--- src/rtl/project_sel_ctrl.sv ---
// Project select controller.
// Drives a registered project address and enable to an external project mux.
// Every address change takes ena low on the same edge and keeps it low for
// GUARD_CYCLES cycles (state GUARD, busy=1) before ena may rise again.
//
// Handshake note: there is no valid/ready pair on this block. sel_load is a
// one-cycle strobe that is always accepted when sel_addr_in is legal. sel_inc
// is a level; only its rising edge requests an increment. sel_ena_req is a
// level that is sampled on every cycle the FSM can act on it.
//
// dbg_state exposes the FSM state so that checkers can bind to it.
module project_sel_ctrl #(
  parameter int NUM_PROJ     = 24,
  parameter int GUARD_CYCLES = 4
) (
  input  logic       clk,
  input  logic       rst_n,
  input  logic       sel_inc,
  input  logic       sel_load,
  input  logic [4:0] sel_addr_in,
  input  logic       sel_ena_req,
  output logic [4:0] addr,
  output logic       ena,
  output logic       busy,
  output logic       err,
  output logic [1:0] dbg_state
);

  typedef enum logic [1:0] {
    IDLE   = 2'd0,
    GUARD  = 2'd1,
    ACTIVE = 2'd2
  } state_t;

  localparam logic [3:0] GUARD_INIT = 4'(GUARD_CYCLES - 1);
  localparam logic [4:0] LAST_ADDR  = 5'(NUM_PROJ - 1);
  localparam logic [5:0] NUM_PROJ_W = 6'(NUM_PROJ);

  state_t     state, state_d;
  logic [4:0] addr_d;
  logic [3:0] gcnt, gcnt_d;
  logic       inc_prev;
  logic       inc_edge;
  logic       load_ok;
  logic       load_bad;
  logic       change;
  logic [4:0] new_addr;

  // Decode requests: a load always masks a coincident increment edge.
  always_comb begin
    inc_edge = sel_inc & ~inc_prev;
    load_ok  = sel_load & ({1'b0, sel_addr_in} < NUM_PROJ_W);
    load_bad = sel_load & ~load_ok;
    change   = load_ok | (inc_edge & ~sel_load);
    if (load_ok) begin
      new_addr = sel_addr_in;
    end else if (addr == LAST_ADDR) begin
      new_addr = 5'd0;
    end else begin
      new_addr = addr + 5'd1;
    end
  end

  // Next-state: any accepted change (re)enters GUARD; otherwise follow sel_ena_req.
  always_comb begin
    state_d = state;
    addr_d  = addr;
    gcnt_d  = gcnt;
    if (change) begin
      addr_d  = new_addr;
      state_d = GUARD;
      gcnt_d  = GUARD_INIT;
    end else begin
      case (state)
        IDLE: begin
          if (sel_ena_req) state_d = ACTIVE;
        end
        GUARD: begin
          if (gcnt == 4'd0) begin
            state_d = sel_ena_req ? ACTIVE : IDLE;
          end else begin
            gcnt_d = gcnt - 4'd1;
          end
        end
        ACTIVE: begin
          if (!sel_ena_req) state_d = IDLE;
        end
        default: state_d = IDLE;
      endcase
    end
  end

  // State, outputs and edge-detect register; ena/busy are registered from next state.
  always_ff @(posedge clk or negedge rst_n) begin
    if (!rst_n) begin
      state    <= IDLE;
      addr     <= 5'd0;
      gcnt     <= 4'd0;
      ena      <= 1'b0;
      busy     <= 1'b0;
      err      <= 1'b0;
      inc_prev <= 1'b0;
    end else begin
      state    <= state_d;
      addr     <= addr_d;
      gcnt     <= gcnt_d;
      ena      <= (state_d == ACTIVE);
      busy     <= (state_d == GUARD);
      err      <= err | load_bad;
      inc_prev <= sel_inc;
    end
  end

  // Debug view of the FSM state.
  always_comb begin
    dbg_state = state;
  end

endmodule

--- config.mk ---
export PLATFORM = sky130hd
export DESIGN_NAME = project_sel_ctrl
export DESIGN_NICKNAME = d
export VERILOG_FILES = /design/src/rtl/project_sel_ctrl.sv
export SDC_FILE = /design/constraint.sdc
export NUM_CORES = 1
export LEC_CHECK = 0
export ABC_CLOCK_PERIOD_IN_PS = 1780
export CAP_MARGIN = 25
export CELL_PAD_IN_SITES_DETAIL_PLACEMENT = 0
export CELL_PAD_IN_SITES_GLOBAL_PLACEMENT = 2
export CORE_MARGIN = 3
export CORE_UTILIZATION = 29
export DETAILED_ROUTE_END_ITERATION = 10
export PLACE_DENSITY_LB_ADDON = 0.12
export SETUP_SLACK_MARGIN = 0.2
export SLEW_MARGIN = 20
export SYNTH_ARGS = -nofsm -noshare
export SYNTH_HDL_FRONTEND = slang
export SYNTH_SLANG_ARGS = --single-unit
--- constraint.sdc ---
create_clock -name clk -period 1.78 [get_ports clk]
set_clock_uncertainty 0.15 [all_clocks]
set_input_delay 0.267 -clock clk [delete_from_list [all_inputs] [get_ports clk]]
set_output_delay 0.267 -clock clk [all_outputs]
set_load 0.005 [all_outputs]
==> impl_results.md, run 1 <==
* R2R Path Start: gcnt[0]
* Share of flip-flops with an asynchronous set or reset at 100%
* Clock-pin transition on the worst setup and hold timing paths at 90 ps
* RSZ-0062 raised after global routing: true
* Setup violators final at 0
* Antenna cell count at 0
* Skew-Pair Late Insertion Delay at between 200 and 300 ps
* Yosys reg bits at 15
* Max_cap viols at 0
* Hold buffer count at CTS at 0
* Setup ws final at 193 ps
* Hold Crit Class: in -> async
* Crit Reg-Reg Endpoint: gcnt[2]
* Layout area overhead at 67.0%
* Syn Area/Cell at ~11 sq um
* Final wirelength at 1.94 mm
* Reg2Reg Depth at 6
* Status: finished, final reports clean
* Post-DP HPWL at roughly 1.3 mm
* FMAX at approximately 630 MHz
* WP data arrival at 1650 ps
* Row cnt at 18
* CTS Root Cell: clkbuf_4
* Area leader, netlist: dfrtp_1
* Fin crit period at ~1600 ps
* Core Area at ~0.0025 sq mm
* Flop-to-flop setup slack at 190 ps
* First-pass GRT wire length at 3.37 mm
* Largest net degree at the start of global routing at 16
* Worst-path fanout max at 2
* Grt ovf at 0
* Post-route ant nets at 0
* Placed cells at roughly 130
* Post-synth top cells: dfrtp_1 (15), inv_1 (6), o21ai_0 (6), nand2_1 (5), nand3_1 (4)
* Synthesized instance count at 74
* Register area at 378 sq um
* Slew Limit Headroom at around 82%
* Die Footprint at between 0.003 and 0.004 sq mm
* Die Width at about 58 microns
* Final cell count without fillers at 150
* Vert. Die Dim at between 50 and 60 microns
* Final max-slew violation count at 0
* Fin crit share at 89.1%
* RD Place Congestion at 0.764
* Top cells by area, synth: dfrtp_1 (48%), ha_1 (4.8%), o21ai_0 (3.9%)
* Gr usage total at 13.0%
* Drt drc at 0
* Vias in the first global route at 748
* IO buf count at 19
* Post-Syn Area at 778 sq um
* Final hold vios at 0
* NumNets Final at 134
* Sequential-to-total area share from yosys stat at 48.2%
* I/O pin count at 20
* Yosys warning count at 0
* Via density at ~4.7
* Leakage at a little over 0.0006 uW
* Slew @ Worst Pin at 263 ps
* Layout cells sized above 1 at 40.0%
* Most frequent cell after synthesis: dfrtp_1
* Iter 0 DRT Violations at 5
* CP Launch Type: register
* H-tree depth at 1
* Wire per inst at 12.9 microns
* Synth top area share at 48.2%
* Worst Setup End Kind: register
* Post-synth EDFFs at 0
* Via count at ~700
* CTS tree: done
* Clock buffers created by TritonCTS at 3
* PwrDens at roughly 960 mW/mm^2
* Yosys cell types at 27
* Initial core utilization at between 30% and 40%
* Critical path required time at 1850 ps
* Fillers at roughly 260
* Fin Hold WS at 143 ps
* Multi-input gate area at ~450 sq um
* Maximum VDD drop at 0.000519 V
* CTS sink count at 15
* Crit Path Category: reg -> reg
* TritonRoute pass-1 iters at 4
* Syn Nets at 87
* Deepest clock path buffer count at 2
* Antenna violations before repair at 0
* Place WS at -62.7 ps
* Primary FF master, synth: dfrtp_1
worst max path at each step:
stage,startpoint,to,slack [ps],cells after the start
CTS,addr[2],addr[2],120,1
finish,gcnt[0],gcnt[2],190,6
detailed placement,sel_inc,addr[2],-60,4
global placement,sel_load,addr[1],-60,5
floorplan,gcnt[0],gcnt[2],220,5
global route,gcnt[0],gcnt[2],140,6
worst max-delay path, stage by stage (launching register included):
cell and delay [ps]:
dfrtp_1 400, inv_2 90, buf_6 110, ha_4 120, inv_2 30, or4_4 500, a21oi_2 130
flip-flops by register name, summed over array words and instances (netlist names):
signal / cells
dbg_state: 2
inc_prev: 1
gcnt: 4
err: 1
ena: 1
busy: 1
addr: 5
layer usage:
metal	wire, microns	track usage (%)	vias up
li1	-	-	368
met1	926	18.2	324
met2	868	19.7	18
met3	129	4.90	2
met4	10	1.99	0
met5	0	0	-
logic make-up (layout without fill, tap and decap cells):
| kind of cell | count (synthesis) | in the layout | synth area share, % |
|---|---|---|---|
| AOI/OAI and AO/OA | 18 | 18 | 17.0 |
| xor gates and xnor gates | 1 | 1 | 1.13 |
| adders and majority gates | 3 | 3 | 4.82 |
| buffers and inverters | 6 | 52 | 2.89 |
| DFF | 15 | 15 | 48.2 |
| muxes | 2 | 2 | 2.57 |
| and+or+nand+nor | 29 | 29 | 23.3 |
power by group:
part | internal, uW | switching [uW]
Clock | 83.4 | 109
Sequential | 415 | 61.3
Combinational | 317 | 260
per-stage QoR:
step / cell area [sq um] / util, % / TNS (ps) / power [uW]
after global routing: 1300 / 51.5 / 0 / 1360
after detailed placement: 1090 / 43.4 / -212 / 881
after floorplan: 778 / - / 0 / 682
after CTS: 1210 / 48.2 / 0 / 1190
after global placement: 1090 / 43.4 / -206 / 885
final: 1300 / 51.5 / 0 / 1250
layout by cell type, fill, tap and decap left out, types with 2 or more instances in the layout:
cell,instances
buf_4,21
dfrtp_1,13
clkdlybuf4s50_1,9
nand2_1,5
dlygate4sd2_1,5
dlymetal6s2s_1,5
o21ai_0,4
nand3_1,4
inv_2,3
and3_1,3
nand2b_1,3
o211ai_1,3
inv_1,3
clkbuf_4,3
nor3b_2,2
or3b_4,2
nor2b_1,2
a21oi_2,2
nor3_1,2
nand4b_1,2
mux2i_1,2
a221o_1,2
ha_4,2
dfrtp_2,2
repair_timing:
| item | CTS | global route |
|---|---|---|
| endpoints found under the hold margin | 0 | 0 |
| pin swaps | 3 | 2 |
| resized for setup | 15 | 16 |
| setup buffers | 9 | 4 |
| setup endpoints to repair | 13 | 11 |
area by class of cell:
cell class,instances,area share (%)
clock inverter,1,0.385
timing repair buffer,42,29.6
multi-input combinational,53,34.6
clock buffer,3,1.73
tap,30,2.89
sequential,15,29.1
inverter,6,1.73
(Power assumes the default switching activity.)
==> inputs of run 2 (changes only) <==
- CAP_MARGIN: 25 -> 15
==> results of run 2 <==
No change in the layout: final DEF, timing and power equal those of run 1.
